## src/rtl/seven_seg_pkg.sv

```systemverilog
// Shared types, hex segment patterns (active-high, bit 0 = segment a) and dwell-interval helper
// for the seven-segment scanner.
package seven_seg_pkg;

    typedef logic [6:0] seg_t;
    typedef logic [3:0] nibble_t;

    localparam seg_t SEG_0 = 7'h3F;
    localparam seg_t SEG_1 = 7'h06;
    localparam seg_t SEG_2 = 7'h5B;
    localparam seg_t SEG_3 = 7'h4F;
    localparam seg_t SEG_4 = 7'h66;
    localparam seg_t SEG_5 = 7'h6D;
    localparam seg_t SEG_6 = 7'h7D;
    localparam seg_t SEG_7 = 7'h07;
    localparam seg_t SEG_8 = 7'h7F;
    localparam seg_t SEG_9 = 7'h6F;
    localparam seg_t SEG_A = 7'h77;
    localparam seg_t SEG_B = 7'h7C;
    localparam seg_t SEG_C = 7'h39;
    localparam seg_t SEG_D = 7'h5E;
    localparam seg_t SEG_E = 7'h79;
    localparam seg_t SEG_F = 7'h71;

    // Cycles per digit dwell; 64-bit product so large refresh rates cannot overflow.
    function automatic int interval(input int clk_per, input int refr_rate);
        longint prod;
        prod = longint'(clk_per) * longint'(refr_rate);
        return int'(longint'(1000000000) / prod);
    endfunction

endpackage

```

## src/rtl/seven_seg_decoder.sv

```systemverilog
// Combinational hex nibble to active-high segment pattern {g,f,e,d,c,b,a}.
// Zero latency; no flow control.
module seven_seg_decoder
    import seven_seg_pkg::*;
(
    input  logic [3:0] nibble,
    output logic [6:0] seg
);

    always_comb begin
        seg = SEG_F;
        case (nibble)
            4'h0: seg = SEG_0;
            4'h1: seg = SEG_1;
            4'h2: seg = SEG_2;
            4'h3: seg = SEG_3;
            4'h4: seg = SEG_4;
            4'h5: seg = SEG_5;
            4'h6: seg = SEG_6;
            4'h7: seg = SEG_7;
            4'h8: seg = SEG_8;
            4'h9: seg = SEG_9;
            4'hA: seg = SEG_A;
            4'hB: seg = SEG_B;
            4'hC: seg = SEG_C;
            4'hD: seg = SEG_D;
            4'hE: seg = SEG_E;
            default: seg = SEG_F;
        endcase
    end

endmodule

```

## src/rtl/seven_seg_scanner.sv

```systemverilog
// Multiplexed hex display driver with frame-synchronous staging; all pins registered (1 cycle).
// Free-running, no backpressure. SEVEN_SEG_DIMMING_EN enables brightness-controlled anode duty.
module seven_seg_scanner
    import seven_seg_pkg::*;
#(
    parameter int NUM_DIGITS      = 4,
    parameter int CLK_PER         = 10,
    parameter int REFR_RATE       = 1000,
    parameter int ANODE_ACT_LOW   = 1,
    parameter int CATHODE_ACT_LOW = 1
) (
    input  logic                       clk,
    input  logic                       rst_n,
    input  logic [NUM_DIGITS-1:0][3:0] digits,
    input  logic [NUM_DIGITS-1:0]      dp,
    input  logic [NUM_DIGITS-1:0]      blank,
    input  logic                       lz_suppress,
    input  logic                       update,
    input  logic [3:0]                 brightness,
    output logic [6:0]                 cathode,
    output logic                       dp_out,
    output logic [NUM_DIGITS-1:0]      anode,
    output logic                       frame_start
);

    localparam int INTERVAL = interval(CLK_PER, REFR_RATE);
    localparam int DW = $clog2(INTERVAL);
    localparam int IW = (NUM_DIGITS > 1) ? $clog2(NUM_DIGITS) : 1;
    localparam logic [DW-1:0] DWELL_LAST = DW'(INTERVAL - 1);
    localparam logic [IW-1:0] IDX_LAST   = IW'(NUM_DIGITS - 1);
    localparam logic AN_LVL = (ANODE_ACT_LOW != 0);
    localparam logic CA_LVL = (CATHODE_ACT_LOW != 0);

    logic [DW-1:0] dwell;
    logic [IW-1:0] idx;
    logic          frame_end;

    logic [NUM_DIGITS-1:0][3:0] stg_digits, act_digits;
    logic [NUM_DIGITS-1:0]      stg_dp, act_dp, stg_blank, act_blank;
    logic                       stg_lz, act_lz, pending;

    assign frame_end = (dwell == DWELL_LAST) && (idx == IDX_LAST);

    always_ff @(posedge clk or negedge rst_n) begin
        if (!rst_n) begin
            dwell <= '0;
            idx   <= '0;
        end else if (dwell == DWELL_LAST) begin
            dwell <= '0;
            idx   <= (idx == IDX_LAST) ? '0 : idx + 1'b1;
        end else begin
            dwell <= dwell + 1'b1;
        end
    end

    // An update landing on the boundary cycle bypasses staging so it shows in the frame about to start.
    always_ff @(posedge clk or negedge rst_n) begin
        if (!rst_n) begin
            stg_digits <= '0;
            stg_dp     <= '0;
            stg_blank  <= '0;
            stg_lz     <= 1'b0;
            act_digits <= '0;
            act_dp     <= '0;
            act_blank  <= '0;
            act_lz     <= 1'b0;
            pending    <= 1'b0;
        end else begin
            if (update) begin
                stg_digits <= digits;
                stg_dp     <= dp;
                stg_blank  <= blank;
                stg_lz     <= lz_suppress;
            end
            if (frame_end) begin
                pending <= 1'b0;
                if (update) begin
                    act_digits <= digits;
                    act_dp     <= dp;
                    act_blank  <= blank;
                    act_lz     <= lz_suppress;
                end else if (pending) begin
                    act_digits <= stg_digits;
                    act_dp     <= stg_dp;
                    act_blank  <= stg_blank;
                    act_lz     <= stg_lz;
                end
            end else if (update) begin
                pending <= 1'b1;
            end
        end
    end

    logic [NUM_DIGITS-1:0] lead;
    logic                  zero_run;

    always_comb begin
        zero_run = 1'b1;
        lead     = '0;
        for (int i = NUM_DIGITS - 1; i >= 0; i--) begin
            zero_run = zero_run & (act_digits[i] == 4'h0) & ~act_blank[i];
            if (i != 0) lead[i] = act_lz & zero_run;
        end
    end

    logic [6:0] seg;

    seven_seg_decoder u_dec (
        .nibble (act_digits[idx]),
        .seg    (seg)
    );

    logic lit;

`ifdef SEVEN_SEG_DIMMING_EN
    logic [DW:0] thr_q, thr_now, thr_eff;
    int          t_calc;

    always_comb begin
        t_calc  = ((int'(brightness) + 1) * INTERVAL) >>> 4;
        thr_now = (DW + 1)'(t_calc);
        thr_eff = (dwell == '0) ? thr_now : thr_q;
        lit     = ({1'b0, dwell} < thr_eff);
    end

    always_ff @(posedge clk or negedge rst_n) begin
        if (!rst_n)
            thr_q <= '0;
        else if (dwell == '0)
            thr_q <= thr_now;
    end
`else
    logic unused_brightness;
    assign unused_brightness = ^brightness;
    assign lit = 1'b1;
`endif

    logic [NUM_DIGITS-1:0] sel;
    logic                  seg_on, dp_on;

    always_comb begin
        sel    = NUM_DIGITS'(1) << idx;
        seg_on = lit & ~act_blank[idx] & ~lead[idx];
        dp_on  = lit & ~act_blank[idx] & act_dp[idx];
    end

    always_ff @(posedge clk or negedge rst_n) begin
        if (!rst_n) begin
            anode       <= {NUM_DIGITS{AN_LVL}};
            cathode     <= {7{CA_LVL}};
            dp_out      <= CA_LVL;
            frame_start <= 1'b0;
        end else begin
            anode       <= (sel & {NUM_DIGITS{lit}}) ^ {NUM_DIGITS{AN_LVL}};
            cathode     <= (seg_on ? seg : 7'h00) ^ {7{CA_LVL}};
            dp_out      <= dp_on ^ CA_LVL;
            frame_start <= (dwell == '0) && (idx == '0);
        end
    end

endmodule

```

## config.mk

```make
export PLATFORM = sky130hd
export DESIGN_NAME = seven_seg_scanner
export DESIGN_NICKNAME = d
export VERILOG_FILES = /design/src/rtl/seven_seg_pkg.sv /design/src/rtl/seven_seg_decoder.sv /design/src/rtl/seven_seg_scanner.sv
export SDC_FILE = /design/constraint.sdc
export NUM_CORES = 1
export LEC_CHECK = 0
export CAP_MARGIN = 40
export CELL_PAD_IN_SITES_DETAIL_PLACEMENT = 1
export CELL_PAD_IN_SITES_GLOBAL_PLACEMENT = 2
export CORE_MARGIN = 8
export CORE_UTILIZATION = 30
export CTS_BUF_LIST = sky130_fd_sc_hd__clkbuf_4 sky130_fd_sc_hd__clkbuf_8
export CTS_CLUSTER_DIAMETER = 60
export DETAILED_ROUTE_END_ITERATION = 12
export PLACE_DENSITY_LB_ADDON = 0.1
export SYNTH_ARGS = -nofsm -noshare
export SYNTH_HDL_FRONTEND = slang
export SYNTH_SLANG_ARGS = --single-unit
```

## constraint.sdc

```tcl
create_clock -name clk -period 5.9 [get_ports clk]
set_clock_uncertainty 0.2 [all_clocks]
set_input_delay 1.18 -clock clk [delete_from_list [all_inputs] [get_ports clk]]
set_output_delay 1.18 -clock clk [all_outputs]
set_load 0.1 [all_outputs]
```

==> impl_metrics.yaml <==
run_status:
  status: "finished clean"
cts:
  cts_sinks: 83
  cts_resized: 0
  hold_buffers: 0
  clock_path_buffers: 2
  cts_root_buf: "clkbuf_8"
  clk_latency_ns: 0.37
  cts_max_level: 3
  post_cts_buffers: 0
  cts_buffers: 9
  clk_pin_slew_ns: 0.07
  cts_tree: "done"
placed_design:
  placed_area_um2: 4680
  place.detailed.hpwl_mm: 6.15
  place.gp.congestion: 0.722
  io_buffers: 40
timing:
  hold_viol_final: 0
  slew_violations: 0
  period_minus_slack_ns: 3.14
  final.setup.tns_ns: 0
  fin_crit_sh: 0.533
  rsz0062_at_grt: "false"
  tightest_slew_ns: 0.808
  fmax_mhz: 318
  relSlewSlack: 0.446
  setup_viol: 0
global_route:
  grt_remaining_overflow: 0
  grt_antenna_before_repair: 0
  grt_pass1_wl_mm: 14.4
  grt_max_degree: 43
  grt_pass1_vias: 2727
  grt_use_total: 0.111
synth:
  synthCells: 299
  synth-seq-area-share: 0.538
  yosys_most_used_dff: "dfrtp_1"
  async_flop_share: 1.00
  synth_seq_cells: 83
  yosys_warnings: 0
  syn_avg_cell_area_um2: 13.0
  synth.distinct_cells: 43
  synth_nets: 342
  synthesis.area_um2: 3890
  synth-edff-count: 0
power:
  leakage_nw: 2.17
  pwr-share-clk: 0.371
  seqPwrFrac: 0.570
  power.switching_mw: 0.235
  internal_power_mw: 0.799
  swShare: 0.227
  irDropWorstVdd_v: 0.000141
  p_per_area_nw_per_um2: 212
  power_frac_comb: 0.059
  p_total_mw: 1.03
floorplanning:
  ios: 45
  num_rows: 41
  core_um2: 12600
  fp.dieW_um: 130
  chipHeight_um: 130
  dieArea_um2: 16900
  initial_core_util: 0.308
detailed_routing:
  ant_nets: 0
  wirelength_mm: 8.40
  vias: 2461
  vias_per_cell: 4.61
  drc: 0
  firstDrtPassIters: 4
  wl_per_cell_um: 15.7
  drt_iter0_markers: 89
finish:
  layout.cells.most_common: "dfrtp_1"
  stdcell_area_um2: 4870
  drive_gt1_frac: 0.304
  fin_nets: 400
  layout_common_cells: "dfrtp_1 (71), clkdlybuf4s50_1 (39), mux2_2 (33)"
  area_growth_pct: 25.1
  n_antenna_cell: 0
critical_path:
  start_kind: "input pin"
  arrival_ns: 3.19
  end_kind: "flip-flop"
  critPathMaxFanout: 27
  crit_type: "input pin to flip-flop"
  r2r_setup_slack_ns: 2.77
  required_ns: 5.95
run:
  cap_viol_max_count: 0
min_path:
  hold_path.class: "flip-flop to flip-flop"
==> synthesized netlist by cell type (4+ instances only) <==
cell type | instances | area share
dfstp_2 | 12 | 0.081
nand3_1 | 8 | 0.010
mux2_4 | 20 | 0.077
or3_1 | 4 | 0.0064
clkbuf_1 | 5 | 0.0048
o21ai_0 | 4 | 0.0051
inv_1 | 14 | 0.014
dfrtp_1 | 71 | 0.46
mux2_2 | 33 | 0.095
xor2_1 | 11 | 0.025
ha_1 | 11 | 0.035
nor2_1 | 22 | 0.021
nand2_1 | 18 | 0.017
mux2i_1 | 5 | 0.013
xnor2_1 | 6 | 0.014
mux4_2 | 5 | 0.029
a21oi_1 | 7 | 0.0090
o211ai_1 | 5 | 0.0096
nand4_1 | 5 | 0.0080
nor3_1 | 5 | 0.0064
==> flip-flops by register name (all words and copies together), names as in the netlist <==
name / flops
dwell: 17
act_dp: 4
act_lz: 1
cathode: 7
pending: 1
stg_blank: 4
stg_lz: 1
stg_dp: 4
act_blank: 4
frame_start: 1
anode: 4
act_digits: 16
idx: 2
stg_digits: 16
dp_out: 1
==> path summary, 6_finish.rpt <==
kind / from / to / depth (start not counted)
max: update / act_digits[14] / 5
min: stg_dp[0] / stg_dp[0] / 1
max reg2reg: idx[0] / cathode[0] / 7
min reg2reg: stg_dp[0] / stg_dp[0] / 1
max in group asynchronous: rst_n / anode[2] / 3
min in group asynchronous: rst_n / stg_digits[2] / 1
==> worst max-delay path, stage by stage <==
cell and delay (ns):
clkdlybuf4s50_1 0.45, buf_4 0.33, o21ai_0 0.16, or4_4 0.67
mux2_4 0.38
==> logic make-up after synthesis <==
| kind of cell | count (synthesis) | synth area share |
|---|---|---|
| flip-flops | 83 | 0.538 |
| buffers and inverters | 25 | 0.0347 |
| AND/OR/NAND/NOR | 77 | 0.101 |
| multiplexers | 63 | 0.214 |
| adder cells (fa/ha/maj) | 11 | 0.0354 |
| XOR/XNOR | 17 | 0.0383 |
| AO/OA/AOI/OAI | 23 | 0.0389 |
==> layer usage <==
metal | up-vias | track usage | wire length (um)
li1 | 1159 | - | -
met1 | 1262 | 0.135 | 3880
met2 | 34 | 0.178 | 4020
met3 | 6 | 0.0441 | 395
met4 | 0 | 0.0348 | 106
met5 | - | 0 | 0
==> power by group through the flow <==
stage	clock network [mW]	registers, mW	logic, mW
after floorplan	0	0.599	0.0248
after global placement	0	0.600	0.0601
after detailed placement	0	0.601	0.0634
after CTS	0.404	0.589	0.0635
after global routing	0.424	0.591	0.0680
final	0.384	0.589	0.0607
==> per-stage QoR <==
step | hold slack [ns] | utilization | std cells | worst slack (ns)
finish | 0.294 | 0.386 | 534 | 2.76
global route | 0.321 | 0.386 | 534 | 2.49
CTS | 0.301 | 0.386 | 534 | 2.71
detailed placement | 0.282 | 0.371 | 518 | 2.33
global placement | 0.283 | 0.352 | 503 | 2.34
floorplan | 0.268 | - | 299 | 3.01
==> cell type report <==
type	instances	area (um2)
fill	1370	7750
tap	172	215
timing repair buffer	58	659
clock inverter	4	25.0
sequential	83	2090
clock buffer	12	159
multi-input combinational	191	1660
inverter	14	52.6
Note: power is estimated with default switching activity, not from simulation.
==> RTL change: new RTL, same settings <==
The parameter `REFR_RATE` goes from 1000 to 500.
--- a/src/rtl/seven_seg_scanner.sv
+++ b/src/rtl/seven_seg_scanner.sv
@@ -7,3 +7,3 @@
     parameter int CLK_PER         = 10,
-    parameter int REFR_RATE       = 1000,
+    parameter int REFR_RATE       = 500,
     parameter int ANODE_ACT_LOW   = 1,
Formal check against the unedited RTL: no difference found for any inputs over 10 cycles, from zero or initial values and one cycle with rst_n low; that may be too few to reach the edited logic, so the function may still have changed.
==> RTL change against the original RTL <==
  * Critical path depth up 2
  * Worst setup slack improved by 120 ps
  * Synthesized cell count rose by 0.33%
  * Core utilization about the same
  * Area after synthesis shrank 1.1%
  * Largest power group unchanged
  * Register-to-register slack improved by 110 ps
  * Routed wire length is 1.6% lower
  * Total power up 7.4%
  * Design area shrank 0.49%
  * Largest cell class unchanged
  * Highest routed layer unchanged
  * Clock power up 19%
  * Cell count down 0.37%
  * Sequential cell count rose by 1
  * Count of clock-buffer cells in the layout shrank 3
==> RTL change: results (changes against the original RTL) <==
- GRT Overall Usage: 10.87% (-0.27 points)
- CP max stage cell: dfrtp_1
- CTS Buffer Depth: 2 (unchanged)
- Xor and xnor area share after synthesis: 3.640% (-0.19 points)
- Post-synthesis sequential area ratio: 54.99% (+1.2 points)
- CP delay by family, top: flip-flops
- Largest net degree at the start of global routing: 56 (+30%)
- Pint: 0.0008644 W (+8.2%)
- Top post-synthesis cells by area: dfrtp_1 (47%), mux2_2 (15%), dfstp_2 (8.2%), ha_1 (3.6%), mux4_2 (2.9%)
- Min-delay worst type: reg -> reg
- Hold depth: 1 (unchanged)
- First-pass DRT Iterations: 4 (unchanged)
- H-tree depth: 3 (unchanged)
- VDD IR max: 0.0001141 V (-19%)
- CTS Buf Count: 9 (unchanged)
- Ys Warns: 0 (unchanged)
- N_diodes: 0 (unchanged)
- First-pass GRT wire length: 14140 µm (-1.9%)
- Initial antenna violation count: 0 (unchanged)
- Final ANT Viol Nets: 0 (unchanged)
- DR top layer: met4
- Share of cells above drive strength 1: 29.17% (-1.2 points)
- Routed WL: 8269 µm (-1.6%)
- Via Count: 2464 (+0.12%)
- Worst skew pair latency: 350 ps (-20 ps)
- Nets: 398 (-0.50%)
- Compound-Gate Fraction of Synth Area: 4.062% (+0.17 points)
- Crit path arrival time: 3090 ps (-100 ps)
- Detailed Place HPWL: 5858 µm (-4.8%)
- Clock-pin slew of the registers on the worst-case setup and hold paths: 80 ps
- Pleak: 2.112 nW (-2.7%)
- Post-cts resize count: 0 (unchanged)
- Status: finished clean
- Delay of the slowest critical-path stage: 910 ps (+240 ps)
- Synth Area in Adders: 3.575% (+0.038 points)
- Metal-1 WL: 3815 µm (-1.7%)
- Post-CTS Setup Repair Bufs: 0 (unchanged)
- Relative slew slack: 43.28% (-1.3 points)
- Port Buf Inserts: 40 (unchanged)
- Yosys cell types: 38 (-12%)
- Commonest cells in the netlist: dfrtp_1 (72), mux2_2 (50), nor2_1 (19)
- Root buffer cell: clkbuf_8
- Worst Path Max Fanout: 20 (-26%)
- Biggest regs: dwell x18, act_digits x16, stg_digits x16
- Worst R2R Path Depth: 7 (unchanged)
- Placement Setup Slack: 2486 ps (+152.2 ps)
- Top FF cell, synth: dfrtp_1
- FFs w/ async S/R, synth: 100.0% (unchanged)
- DR WL met3: 317 µm (-20%)
- Final Wtd Congestion: 0.7241 (+0.25%)
- Syn nets: 343 (+0.29%)
- Number of global-route vias before repair: 2730 (+0.11%)
- Largest area contributor in the synthesized netlist: dfrtp_1
- Post-synthesis mux area share: 19.73% (-1.7 points)
- Met2 Wirelength: 4020 µm (about the same)
- DRT iter0 DRCs: 90 (+1.1%)
RTL change: routing by layer:
layer	vias to the layer above	global-route usage (%)
li1	1165	-
met1	1259	13.73
met2	31	17.31
met3	9	2.917
met4	0	4.354
met5	-	0
RTL change: logic make-up (layout without fill, tap and decap cells):
family / Yosys count / in the layout
xor+xnor: 16 / 16
fa+ha+maj: 11 / 11
buf+inv: 25 / 85
mux: 63 / 63
flops: 84 / 84
simple gates: 76 / 76
compound gates: 25 / 25
RTL change: path summary, 6_finish.rpt:
path                                    start            end  slack (ps)
min in group asynchronous               rst_n  stg_digits[3]         540
max in group asynchronous               rst_n      dwell[12]        3930
worst min register to register  stg_digits[6]  stg_digits[6]         300
worst min-delay path            stg_digits[6]  stg_digits[6]         300
worst max-delay path                   idx[0]     cathode[0]        2880
worst max register to register         idx[0]     cathode[0]        2880
RTL change: metrics by stage:
stage | power (W) | std cells | area (µm²)
2_1_floorplan | 0.0006298 | 300 | 3850
5_1_grt | 0.001169 | 532 | 4843
3_5_place_dp | 0.0006679 | 516 | 4619
6_report | 0.001111 | 532 | 4843
4_1_cts | 0.001139 | 532 | 4843
3_3_place_gp | 0.0006664 | 503 | 4424
RTL change: power by group through the flow:
stage	sequential, W	combinational, W	clock [W]
2_1_floorplan	0.000606	0.0000235	0
3_5_place_dp	0.000608	0.0000601	0
5_1_grt	0.000599	0.0000653	0.000505
3_3_place_gp	0.000607	0.0000593	0
6_report	0.000596	0.0000576	0.000457
4_1_cts	0.000596	0.0000606	0.000482
RTL change: layout make-up:
class	count	area (µm²)
Clock buffer	9	123.9
Clock inverter	7	100.1
Fill cell	1347	7725
Inverter	13	48.80
Multi-Input combinational cell	191	1623
Sequential cell	84	2117
Tap cell	172	215.2
Timing Repair Buffer	56	615.6
